**src/rtl/idm_arb_pkg.sv**
```systemverilog
// ============================================================================
// idm_arb_pkg : shared types and default widths for the IDM arbiter
// Revision    : 1.0
// ============================================================================
`default_nettype none

package idm_arb_pkg;

  localparam int ADDR_W_DEF = 10;
  localparam int DATA_W_DEF = 32;

  // Identifies which port owns the IDM read that returns next cycle.
  typedef enum logic [1:0] {
    OWN_NONE = 2'd0,
    OWN_IF   = 2'd1,
    OWN_MEM  = 2'd2
  } owner_e;

endpackage

`default_nettype wire

```
**src/rtl/idm_starve_cnt.sv**
```systemverilog
// ============================================================================
// idm_starve_cnt : saturating count of consecutive denied fetch cycles
// Revision       : 1.0
// ============================================================================
`default_nettype none

module idm_starve_cnt #(
  parameter int STARVE_MAX = 4
) (
  input  logic clk,
  input  logic rst_l,
  input  logic inc_i,
  input  logic clr_i,
  output logic sat_o
);

  localparam int CNT_W = (STARVE_MAX > 0) ? $clog2(STARVE_MAX + 1) : 1;
  localparam logic [CNT_W-1:0] CNT_MAX = CNT_W'(STARVE_MAX);

  logic [CNT_W-1:0] cnt_q;
  logic [CNT_W-1:0] cnt_d;

  assign sat_o = (cnt_q == CNT_MAX);

  always_comb begin
    cnt_d = cnt_q;
    if (clr_i) begin
      cnt_d = '0;
    end else if (inc_i && !sat_o) begin
      cnt_d = cnt_q + CNT_W'(1);
    end
  end

  always_ff @(posedge clk or negedge rst_l) begin
    if (!rst_l) begin
      cnt_q <= '0;
    end else begin
      cnt_q <= cnt_d;
    end
  end

endmodule

`default_nettype wire

```
**src/rtl/idm_arbiter.sv**
```systemverilog
// ============================================================================
// idm_arbiter : shares the single IDM port between fetch and load/store
// Revision    : 1.0
// ============================================================================
`default_nettype none

module idm_arbiter
  import idm_arb_pkg::*;
#(
  parameter int ADDR_W     = ADDR_W_DEF,
  parameter int DATA_W     = DATA_W_DEF,
  parameter int STARVE_MAX = 4
) (
  input  logic              clk,
  input  logic              rst_l,
  input  logic              if_req,
  input  logic [ADDR_W-1:0] if_addr,
  input  logic              if_flush,
  output logic              if_gnt,
  output logic              if_rvalid,
  output logic [DATA_W-1:0] if_rdata,
  input  logic              mem_req,
  input  logic              mem_we,
  input  logic [ADDR_W-1:0] mem_addr,
  input  logic [DATA_W-1:0] mem_wdata,
  output logic              mem_gnt,
  output logic              mem_rvalid,
  output logic [DATA_W-1:0] mem_rdata,
  output logic [ADDR_W-1:0] idm_in_rwa,
  output logic [DATA_W-1:0] idm_in_wd,
  output logic              idm_in_we,
  output logic              idm_in_re,
  input  logic [DATA_W-1:0] idm_out_rd
);

  owner_e            own_q, own_d;
  logic [DATA_W-1:0] if_rdata_q;
  logic [DATA_W-1:0] mem_rdata_q;
  logic              force_if;
  logic              starve_inc;

  idm_starve_cnt #(
    .STARVE_MAX (STARVE_MAX)
  ) u_starve (
    .clk   (clk),
    .rst_l (rst_l),
    .inc_i (starve_inc),
    .clr_i (!starve_inc),
    .sat_o (force_if)
  );

  assign starve_inc = if_req && !if_gnt;

  // Grants are qualified by rst_l so the IDM port stays quiet during reset.
  always_comb begin
    if_gnt     = 1'b0;
    mem_gnt    = 1'b0;
    idm_in_rwa = '0;
    idm_in_wd  = '0;
    idm_in_we  = 1'b0;
    idm_in_re  = 1'b0;
    own_d      = OWN_NONE;
    if (rst_l) begin
      if (force_if && if_req) begin
        if_gnt = 1'b1;
      end else if (mem_req) begin
        mem_gnt = 1'b1;
      end else if (if_req) begin
        if_gnt = 1'b1;
      end
    end
    if (if_gnt) begin
      idm_in_rwa = if_addr;
      idm_in_re  = 1'b1;
      own_d      = OWN_IF;
    end else if (mem_gnt) begin
      idm_in_rwa = mem_addr;
      idm_in_wd  = mem_wdata;
      idm_in_we  = mem_we;
      idm_in_re  = !mem_we;
      own_d      = mem_we ? OWN_NONE : OWN_MEM;
    end
  end

  always_ff @(posedge clk or negedge rst_l) begin
    if (!rst_l) begin
      own_q <= OWN_NONE;
    end else begin
      own_q <= own_d;
    end
  end

  // Returning data is bypassed straight through and also captured for holding.
  assign if_rvalid  = (own_q == OWN_IF) && !if_flush;
  assign mem_rvalid = (own_q == OWN_MEM);
  assign if_rdata   = if_rvalid  ? idm_out_rd : if_rdata_q;
  assign mem_rdata  = mem_rvalid ? idm_out_rd : mem_rdata_q;

  always_ff @(posedge clk or negedge rst_l) begin
    if (!rst_l) begin
      if_rdata_q  <= '0;
      mem_rdata_q <= '0;
    end else begin
      if (if_rvalid) begin
        if_rdata_q <= idm_out_rd;
      end
      if (mem_rvalid) begin
        mem_rdata_q <= idm_out_rd;
      end
    end
  end

endmodule

`default_nettype wire

```
**config.mk**
```make
export PLATFORM = sky130hd
export DESIGN_NAME = idm_arbiter
export DESIGN_NICKNAME = d
export VERILOG_FILES = /design/src/rtl/idm_arb_pkg.sv /design/src/rtl/idm_starve_cnt.sv /design/src/rtl/idm_arbiter.sv
export SDC_FILE = /design/constraint.sdc
export NUM_CORES = 1
export LEC_CHECK = 0
export ABC_CLOCK_PERIOD_IN_PS = 2700
export BUFFER_PORTS_ARGS = -buffer_cell sky130_fd_sc_hd__buf_4
export CELL_PAD_IN_SITES_DETAIL_PLACEMENT = 1
export CELL_PAD_IN_SITES_GLOBAL_PLACEMENT = 2
export CORE_MARGIN = 4
export CORE_UTILIZATION = 27
export DETAILED_ROUTE_END_ITERATION = 8
export PLACE_DENSITY = 0.95
export SETUP_SLACK_MARGIN = 0.5
export SYNTH_ARGS = -nofsm -noshare
export SYNTH_HDL_FRONTEND = slang
export SYNTH_SLANG_ARGS = --single-unit
```
**constraint.sdc**
```tcl
create_clock -name clk -period 2.7 [get_ports clk]
set_input_delay 0.135 -clock clk [delete_from_list [all_inputs] [get_ports clk]]
set_output_delay 0.135 -clock clk [all_outputs]
set_load 0.01 [all_outputs]
```
==> results.rst <==
.. list-table::
   :header-rows: 1

   * - Metric
     - Value
   * - Run status
     - completed
   * - Post-synth design cell area
     - 3180 µm²
   * - Time the worst path needs with I/O delays and setup
     - 2.05 ns
   * - Nature of the critical path startpoint
     - flip-flop
   * - Achievable Freq
     - 487 MHz
   * - Number of cells produced by synthesis
     - 244
   * - CTS tree
     - yes
   * - Required time reported for the critical path endpoint
     - 2.57 ns
   * - Cell Area, Placed
     - 4770 µm²
   * - DRT Pass-1 Iters
     - 4
   * - Post-DP HPWL
     - 7830 µm
   * - Stage delay of the slowest cell on the critical path
     - 0.43 ns
   * - Share of synthesized area occupied by flip-flops and latches
     - 54.3%
   * - Total Routed Length
     - 10100 µm
   * - GRT busiest layer
     - met2
   * - Total die area
     - 13600 µm²
   * - Number of storage elements in the synthesis netlist
     - 69
   * - Dominant cells by area after synthesis
     - sky130_fd_sc_hd__dfrtp_1 54%, sky130_fd_sc_hd__mux2_2 22%, sky130_fd_sc_hd__nor3b_1 7.8%
   * - Period utilization
     - 76.0%
   * - Crit path top cell by count
     - sky130_fd_sc_hd__buf_4
   * - Post-Synthesis Net Count
     - 336
   * - Final RePlAce weighted congestion
     - 0.775
   * - Die height
     - 117 µm
   * - Transition at the pin with the smallest max-transition slack
     - 0.729 ns
   * - Global routing usage on met1
     - 16.7%
   * - Most frequent cells after synthesis
     - 69 x sky130_fd_sc_hd__dfrtp_1, 63 x sky130_fd_sc_hd__mux2_2, 33 x sky130_fd_sc_hd__nor3b_1
   * - Number of non-filler instances in the completed layout
     - 589
   * - Worst-path maximum fanout
     - 33
   * - Nets
     - 534
   * - Cell Rows
     - 39
   * - Worst-case setup margin in the final layout
     - 0.649 ns
   * - Share of final-layout standard cells stronger than drive strength 1
     - 64.1%
   * - Hold/Removal Path Class
     - in -> reg
   * - Number of pins with negative max-slew slack in the final report
     - 0
   * - Clock-pin slew of the registers on the worst-case setup and hold paths
     - 0.06 ns
   * - Clock latency reported for the late side of the worst-skew pair
     - 0.32 ns
   * - Clock net sink count
     - 69
   * - Share of Yosys cell area claimed by the top area cell type
     - 54.3%
   * - Horizontal extent of the die
     - 117 µm
   * - Signed area change from the synthesized netlist to the final layout
     - 61.2%
   * - Async SR Flop Fraction
     - 100%
   * - Post-synthesis average cell area
     - 13.0 µm²
   * - Slowest CP cell
     - sky130_fd_sc_hd__mux2_2
   * - Port Buf Inserts
     - 201
   * - Clock Path Buffers
     - 2
   * - Remaining global-route overflow
     - 0
   * - H-tree lvl count
     - 3
   * - Count of flip-flops with a built-in enable after synthesis
     - 0
   * - Critical path buffer and inverter count
     - 2
   * - Cell type with the largest total area after synthesis
     - sky130_fd_sc_hd__dfrtp_1
   * - Buffer count from post-CTS setup fixing
     - 0
   * - Placeable Area
     - 11500 µm²
   * - Most used flip-flop cell after synthesis
     - sky130_fd_sc_hd__dfrtp_1
   * - Count of endpoints failing setup in the final report
     - 0
   * - Power Density
     - 708 nW/µm²
   * - Endpoint kind of the worst setup timing path
     - output pin
   * - Total vias in the final route
     - 2772
   * - Clock Root Buffer
     - sky130_fd_sc_hd__clkbuf_16
   * - IR Drop Worst-Case VDD
     - 0.486 mV
   * - Classification of the worst setup path
     - reg -> out
   * - Number of different library cells in the post-synthesis netlist
     - 27
   * - Number of placed cells counting well taps
     - 572
   * - Count of unresolved DRC violations after routing
     - 0
   * - Unrepaired setup endpoints after global routing
     - false
   * - GR met3 Demand/Resource
     - 4.51%
   * - N_diodes
     - 0
   * - Met2 usage
     - 25.6%
   * - Setup tns final
     - 0 ns
   * - Pre-CTS worst setup slack
     - 0.940 ns
   * - Tot GR Track Use
     - 14.6%
   * - DRC marker count from the first detailed-route iteration
     - 93
   * - Detail Route Antenna Nets
     - 0
   * - Number of global-route vias before repair
     - 3091
   * - Leakage power total
     - 2.43 nW
   * - Hold Fails Final Rpt
     - 0
   * - Via density
     - 4.71
   * - Worst setup slack for register-to-register paths
     - 1.13 ns
   * - TritonCTS buffer count
     - 9
   * - Max-Slew Margin vs Limit
     - 51.4%
   * - Library cell with the highest instance count after synthesis
     - sky130_fd_sc_hd__dfrtp_1
   * - Antenna violations before repair
     - 0
   * - Wire per inst
     - 17.2 µm
   * - Total of max-cap violations
     - 0
   * - Cell area after layout
     - 5120 µm²
   * - Effective utilization at floorplan
     - 27.7%
   * - Pin count of the biggest net entering global routing
     - 57
   * - Clock tree skew after final layout
     - 0.00351 ns
   * - IO Pins
     - 202
   * - Critical path, cell by cell
     - nor3b_4 -> buf_4 -> mux2_2 -> buf_4
   * - Delay-heaviest family, CP
     - buffers and inverters
   * - Synthesis Warnings
     - 0
   * - Arrival time of the worst setup path
     - 1.92 ns
   * - Global-route wire length before repair
     - 15500 µm
==> cells by family after synthesis <==
family	share of synthesized area, %
AOI/OAI and AO/OA	3.58
DFF	54.3
and+or+nand+nor	14.0
adders and majority gates	0.787
buffers and inverters	4.68
muxes	22.7
==> final timing paths <==
kind / cells after the start / endpoint / start
max in group asynchronous: 3 / if_rdata_q[5] / rst_l
setup reg to reg: 3 / if_rdata_q[10] / own_q[1]
hold reg to reg: 1 / if_rdata_q[4] / if_rdata_q[4]
min in group asynchronous: 2 / if_rdata_q[12] / rst_l
setup / recovery: 4 / if_rdata[10] / own_q[1]
hold / removal: 2 / if_rdata_q[4] / idm_out_rd[4]
==> metrics by stage <==
stage                     hold WS (ns)  power [mW]  util, %
after floorplan                 -0.161        1.78        -
after global placement          0.0935        2.35     41.6
after detailed placement        0.0993        2.40     41.6
after CTS                       0.0591        3.69     44.6
after global routing            0.0623        3.81     44.7
final                           0.0721        3.63     44.7
==> cell type report <==
| cell class | instances | area, µm² |
|---|---|---|
| Fill cell | 1260 | 6340 |
| Sequential cell | 69 | 1730 |
| Timing Repair Buffer | 209 | 1580 |
| Multi-Input combinational cell | 150 | 1300 |
| Clock buffer | 10 | 239 |
| Tap cell | 143 | 179 |
| Clock inverter | 5 | 83.8 |
| Inverter | 3 | 11.3 |
==> sequential cells by signal (all words and copies together), names as in the netlist <==
register,count
if_rdata_q,32
mem_rdata_q,32
own_q,2
u_starve.cnt_q,3
==> layer usage <==
layer | vias to the layer above | routed length (µm)
met5 | - | 0
met4 | 0 | 180
met3 | 10 | 908
met2 | 118 | 5260
met1 | 1370 | 3770
li1 | 1274 | -
==> what timing repair did <==
item                                    in CTS  in global routing
endpoints found under the setup margin       0                 10
endpoints found under the hold margin       14                  0
hold buffers                                 2                  0
resized for setup                            0                  2
==> cell usage in the layout, fill, tap and decap left out, types with 2 or more instances in the layout <==
master                            n
sky130_fd_sc_hd__o22ai_1         10
sky130_fd_sc_hd__inv_1            3
sky130_fd_sc_hd__nand2b_1         2
sky130_fd_sc_hd__bufinv_16        2
sky130_fd_sc_hd__nand3_1         20
sky130_fd_sc_hd__nor3b_1         33
sky130_fd_sc_hd__mux2_2          63
sky130_fd_sc_hd__nor2_1           2
sky130_fd_sc_hd__o32ai_1          3
sky130_fd_sc_hd__ha_1             2
sky130_fd_sc_hd__buf_4          205
sky130_fd_sc_hd__dfrtp_1         69
sky130_fd_sc_hd__dlygate4sd3_1    2
sky130_fd_sc_hd__buf_6            2
sky130_fd_sc_hd__clkinvlp_4       2
sky130_fd_sc_hd__clkbuf_16        9
sky130_fd_sc_hd__nand2_1          3
==> report_power, final <==
group          switching, mW  total, mW  internal, mW
clock                  0.434       1.27         0.832
sequential            0.0571       1.31          1.25
combinational          0.469       1.05         0.584
(Power assumes the default switching activity.)
